--- config.mk ---
export PLATFORM = sky130hd
export DESIGN_NAME = intersection_phase_ctrl
export DESIGN_NICKNAME = d
export VERILOG_FILES = /design/src/rtl/intersection_phase_ctrl.sv
export SDC_FILE = /design/constraint.sdc
export NUM_CORES = 1
export LEC_CHECK = 0
export ABC_AREA = 1
export BUFFER_PORTS_ARGS = -buffer_cell sky130_fd_sc_hd__buf_2
export CAP_MARGIN = 15
export CORE_ASPECT_RATIO = 1.1
export CORE_MARGIN = 3
export CORE_UTILIZATION = 45
export CTS_BUF_LIST = sky130_fd_sc_hd__clkbuf_8
export CTS_CLUSTER_DIAMETER = 40
export DETAILED_ROUTE_END_ITERATION = 10
export PLACE_DENSITY = 0.73
export SLEW_MARGIN = 0
export SYNTH_ARGS = -nofsm -noshare
export SYNTH_HDL_FRONTEND = slang
export SYNTH_SLANG_ARGS = --single-unit
--- constraint.sdc ---
create_clock -name clk -period 2.1 [get_ports clk]
set_input_delay 0.105 -clock clk [delete_from_list [all_inputs] [get_ports clk]]
set_output_delay 0.105 -clock clk [all_outputs]
set_load 0.03 [all_outputs]
--- src/rtl/intersection_phase_ctrl.sv ---
// Two-road intersection phase controller with pedestrian walk phases.
// Counts each phase down in whole seconds as 2-digit BCD and decodes lamps and display nibbles.
module intersection_phase_ctrl #(
    parameter int unsigned TICKS_PER_SEC = 100_000_000,
    parameter int unsigned GREEN_SEC     = 20,
    parameter int unsigned YELLOW_SEC    = 3,
    parameter int unsigned ALLRED_SEC    = 1,
    parameter int unsigned WALK_SEC      = 10
) (
    input  logic       clk,
    input  logic       reset,
    input  logic       ew_car,
    input  logic       ped_btn,
    output logic [2:0] ns_light,
    output logic [2:0] ew_light,
    output logic       walk,
    output logic [2:0] phase,
    output logic [3:0] digit1,
    output logic [3:0] digit2,
    output logic [3:0] digit3,
    output logic [3:0] digit4,
    output logic [3:0] digit5,
    output logic [3:0] digit6,
    output logic [3:0] digit7,
    output logic [3:0] digit8
);

    typedef enum logic [2:0] {
        StNsG   = 3'd0,
        StNsY   = 3'd1,
        StRedA  = 3'd2,
        StEwG   = 3'd3,
        StEwY   = 3'd4,
        StRedB  = 3'd5,
        StWalkA = 3'd6,
        StWalkB = 3'd7
    } state_e;

    localparam int unsigned CntW = (TICKS_PER_SEC > 1) ? $clog2(TICKS_PER_SEC) : 1;
    localparam logic [CntW-1:0] CntMax = CntW'(TICKS_PER_SEC - 1);

    localparam logic [2:0] LampRed    = 3'b100;
    localparam logic [2:0] LampYellow = 3'b010;
    localparam logic [2:0] LampGreen  = 3'b001;

    function automatic logic [7:0] to_bcd(input int unsigned v);
        to_bcd = {4'(v / 10), 4'(v % 10)};
    endfunction

    localparam logic [7:0] GreenBcd  = to_bcd(GREEN_SEC);
    localparam logic [7:0] YellowBcd = to_bcd(YELLOW_SEC);
    localparam logic [7:0] AllRedBcd = to_bcd(ALLRED_SEC);
    localparam logic [7:0] WalkBcd   = to_bcd(WALK_SEC);

    if (GREEN_SEC < 1 || GREEN_SEC > 99) begin : g_bad_green
        $error("GREEN_SEC must be in 1..99");
    end
    if (YELLOW_SEC < 1 || YELLOW_SEC > 99) begin : g_bad_yellow
        $error("YELLOW_SEC must be in 1..99");
    end
    if (ALLRED_SEC < 1 || ALLRED_SEC > 99) begin : g_bad_allred
        $error("ALLRED_SEC must be in 1..99");
    end
    if (WALK_SEC < 1 || WALK_SEC > 99) begin : g_bad_walk
        $error("WALK_SEC must be in 1..99");
    end
    if (TICKS_PER_SEC < 1) begin : g_bad_ticks
        $error("TICKS_PER_SEC must be at least 1");
    end

    function automatic logic [7:0] dur_bcd(input state_e s);
        case (s)
            StNsG, StEwG:     dur_bcd = GreenBcd;
            StNsY, StEwY:     dur_bcd = YellowBcd;
            StRedA, StRedB:   dur_bcd = AllRedBcd;
            default:          dur_bcd = WalkBcd;
        endcase
    endfunction

    state_e          state_q, state_d;
    logic [CntW-1:0] cnt_q, cnt_d;
    logic [7:0]      cd_q, cd_d;
    logic            ped_pending_q, ped_pending_d;

    logic sec_tick;
    logic in_walk;
    logic ped_req;
    logic enter_walk;

    always_comb begin
        sec_tick = (cnt_q == CntMax);
        cnt_d    = sec_tick ? '0 : cnt_q + CntW'(1);
        in_walk  = (state_q == StWalkA) || (state_q == StWalkB);
        // A press on the transition cycle itself counts toward that decision.
        ped_req  = ped_pending_q | (ped_btn & ~in_walk);

        state_d = state_q;
        cd_d    = cd_q;
        if (sec_tick) begin
            if (cd_q == 8'h01) begin
                case (state_q)
                    StNsG:   state_d = (ew_car || ped_req) ? StNsY : StNsG;
                    StNsY:   state_d = StRedA;
                    StRedA:  state_d = ped_req ? StWalkA : StEwG;
                    StWalkA: state_d = StEwG;
                    StEwG:   state_d = StEwY;
                    StEwY:   state_d = StRedB;
                    StRedB:  state_d = ped_req ? StWalkB : StNsG;
                    default: state_d = StNsG;
                endcase
                cd_d = dur_bcd(state_d);
            end else if (cd_q[3:0] == 4'd0) begin
                cd_d = {cd_q[7:4] - 4'd1, 4'd9};
            end else begin
                cd_d = {cd_q[7:4], cd_q[3:0] - 4'd1};
            end
        end

        enter_walk    = ((state_d == StWalkA) || (state_d == StWalkB)) && !in_walk;
        ped_pending_d = enter_walk ? 1'b0 : ped_req;
    end

    always_ff @(posedge clk) begin
        if (reset) begin
            state_q       <= StNsG;
            cnt_q         <= '0;
            cd_q          <= GreenBcd;
            ped_pending_q <= 1'b0;
        end else begin
            state_q       <= state_d;
            cnt_q         <= cnt_d;
            cd_q          <= cd_d;
            ped_pending_q <= ped_pending_d;
        end
    end

    always_comb begin
        ns_light = LampRed;
        ew_light = LampRed;
        walk     = 1'b0;
        case (state_q)
            StNsG:   ns_light = LampGreen;
            StNsY:   ns_light = LampYellow;
            StEwG:   ew_light = LampGreen;
            StEwY:   ew_light = LampYellow;
            StWalkA, StWalkB: walk = 1'b1;
            default: ;
        endcase
    end

    assign phase  = state_q;
    assign digit1 = cd_q[3:0];
    assign digit2 = cd_q[7:4];
    assign digit3 = 4'hF;
    assign digit4 = 4'hF;
    assign digit5 = {1'b0, state_q};
    assign digit6 = 4'hF;
    assign digit7 = ped_pending_q ? 4'hC : 4'hF;
    assign digit8 = 4'hF;

endmodule

==> reports/metrics.yaml <==
floorplanning:
  core_mm2: 0.005570
  dieWidth_um: 79.46
  ioPinCount: 46
  rows: 28
  start_util_pct: 47.96
  die_area_mm2: 0.006898
  fp.dieH_um: 86.81
synthesis:
  synth_top_family_by_area: "simple AND/OR/NAND/NOR gates"
  synth_compound_area_share_pct: 8.478
  synthXorXnorAreaFrac_pct: 1.967
  yosys.area_share.simple_pct: 43.00
  syn_inst: 415
  yosys.area.top_type: "dfxtp_1"
  synth_area_mm2: 0.002671
  yosysTopAreaCellShare_pct: 29.23
  syn_avg_cell_area_um2: 6.437
  ys_ff_latch: 39
  synth_mux_area_share_pct: 0
  yosysSeqAreaShare_pct: 29.23
  synth_cell_type_count: 38
  async_reset_ff_share_pct: 0
  synthTopCellsByArea: "dfxtp_1, nand2_1, nor2_1, inv_1, buf_4"
  synth-main-ff-cell: "dfxtp_1"
  synth_edf_count: 0
  yosys_warnings: 0
  synth_fa_ha_area_share_pct: 1.405
routing:
  antenna_left: 0
  wirelength_um: 5692
  dr.pass1.iters: 4
  wl_per_cell_um: 11.07
  drt_iter0_drc: 65
  wl_met2_um: 2677
  maxUsedRoutingLayer: "met4"
  wl_met3_um: 252
  wl_met1_um: 2574
  viasPerCell: 4.899
  drc: 0
  vias: 2518
placement:
  dp_hpwl_um: 4536
  place_congestion: 0.9868
  port_buffers: 26
sta:
  rsz0062_at_grt: "false"
  finalHoldViolations: 0
  setup_viol: 0
  clock_skew_ns: 0.006853
  final_max_slew_viol_count: 0
  period_share_pct: 85.02
  period_needed_ns: 1.785
  max_clock_freq_mhz: 560.1
  setup-tns-final_ns: 0
critical_path:
  path_class: "reg2reg"
  critPathLaunchType: "flip-flop"
  regToRegSetupSlack_ns: 0.31
  reg2reg_to: "cd_q[5]"
  crit_end: "cd_q[5]"
  critPathLaunch: "cnt_q[0]"
  cp_max_fo: 7
  required_ns: 2.29
  r2r_start: "cnt_q[0]"
  cp-end-kind: "flip-flop"
  arrival_ns: 1.97
  ff2ff_path_depth: 10
global_routing:
  grt_remaining_overflow: 0
  grt_use_total_pct: 17.50
  grt_pass1_wl_um: 9729
  antenna_found_initial: 0
  grt_max_degree: 27
  grt_pass1_vias: 2262
flow_run:
  maxCapViolations: 0
clock_tree:
  cts_buffer_depth: 2
  post_cts_resized: 0
  numCtsBuffers: 5
  cts.reportedPaths.clkPinSlew_ns: 0.07
  cts_setup_buffers: 0
  cts_tree: "yes"
  htree_levels: 2
  cts_hold_buf: 0
  clock_sinks: 39
  cts_root_buf: "clkbuf_8"
  clkLatencyLatePin_ns: 0.29
worst_hold_path:
  min_path_type: "in2reg"
pwr:
  ir_worst_vdd_mv: 0.3121
  p_leak_uw: 0.001172
  powerDensity_mw_per_mm2: 475.2
cells_and_area:
  mostFrequentLayoutCell: "nand2_1"
  layout_common_cells: "nand2_1, nor2_1, inv_1"
  synthToLayoutAreaGrowth_pct: 6.464
  antenna_cells: 0
  nets: 446
  drive_gt1_share_pct: 16.17
  final_util_pct: 51.06
run_status:
  status: "finished, final reports clean"
## routing by layer
metal,up-vias,track usage [%]
met5,-,0
met4,0,9.063
met3,19,3.430
met2,61,29.31
met1,1118,21.11
li1,1320,-
## cell type report
class	instances	area [um^2]
Fill cell	586	2726
Clock inverter	1	5.005
Clock buffer	6	82.58
Multi-Input combinational cell	313	1536
Sequential cell	39	780.7
Tap cell	75	93.84
Inverter	54	215.2
Timing Repair Buffer	26	130.1
## cell usage after synthesis (2+ instances only)
| library cell | count |
|---|---|
| nor3_1 | 15 |
| nand3b_1 | 3 |
| ha_1 | 3 |
| nor2_2 | 6 |
| nand2_2 | 4 |
| nor2_1 | 60 |
| dfxtp_1 | 39 |
| xor2_1 | 4 |
| nor3_4 | 2 |
| a21oi_2 | 9 |
| conb_1 | 2 |
| buf_4 | 23 |
| a21oi_1 | 17 |
| nor3_2 | 5 |
| nand3_1 | 27 |
| nand4_1 | 8 |
| o21ai_0 | 4 |
| inv_1 | 48 |
| inv_2 | 4 |
| nor2_4 | 3 |
| nand2_1 | 110 |
| xnor2_1 | 2 |
| or2_0 | 2 |
## flip-flops by register name (all words and copies together), names as in the netlist
signal,cells
cd_q,8
ped_pending_q,1
cnt_q,27
phase,3
## power breakdown
group | internal (uW) | switching (uW)
combinational | 12.9 | 80.3
sequential | 745 | 4.92
clock | 258 | 251
total | 1020 | 336
## through the flow
| stage | hold WS, ns | cells | total power, uW | instance area, um^2 | worst slack, ns |
|---|---|---|---|---|---|
| floorplan | 0.2843 | 432 | 880.5 | 2735 | 0.06534 |
| global placement | 0.4525 | 507 | 859.3 | 2756 | 0.3911 |
| detailed placement | 0.4529 | 507 | 860.0 | 2756 | 0.3358 |
| CTS | 0.1459 | 514 | 1368 | 2844 | 0.3225 |
| global route | 0.1693 | 514 | 1407 | 2844 | 0.1082 |
| finish | 0.1522 | 514 | 1351 | 2844 | 0.3145 |
## worst max-delay path, cell delays in order (launching register included)
cell and delay, ns:
dfxtp_1 0.41, ha_1 0.19, nand2_1 0.08, nor2_2 0.16, nand2_2 0.12, inv_2 0.14, nand3_2 0.14, nor2_2 0.17
inv_2 0.07, a21oi_1 0.12, nand2_1 0.06
## cells by family after synthesis
| logic type | count (synthesis) |
|---|---|
| simple gates | 249 |
| buf+inv | 80 |
| flops | 39 |
| compound gates | 36 |
| xor+xnor | 6 |
| fa+ha+maj | 3 |
| other cells | 2 |
## worst min path at each step
stage	slack [ns]	cells after the start	end	from
2_1_floorplan	0.28	3	cnt_q[2]	reset
3_3_place_gp	0.45	2	phase[1]	reset
3_5_place_dp	0.45	2	phase[1]	reset
4_1_cts	0.15	2	phase[1]	reset
5_1_grt	0.17	2	phase[1]	reset
6_report	0.15	2	phase[1]	reset
Note: power is estimated with default switching activity, not from simulation.
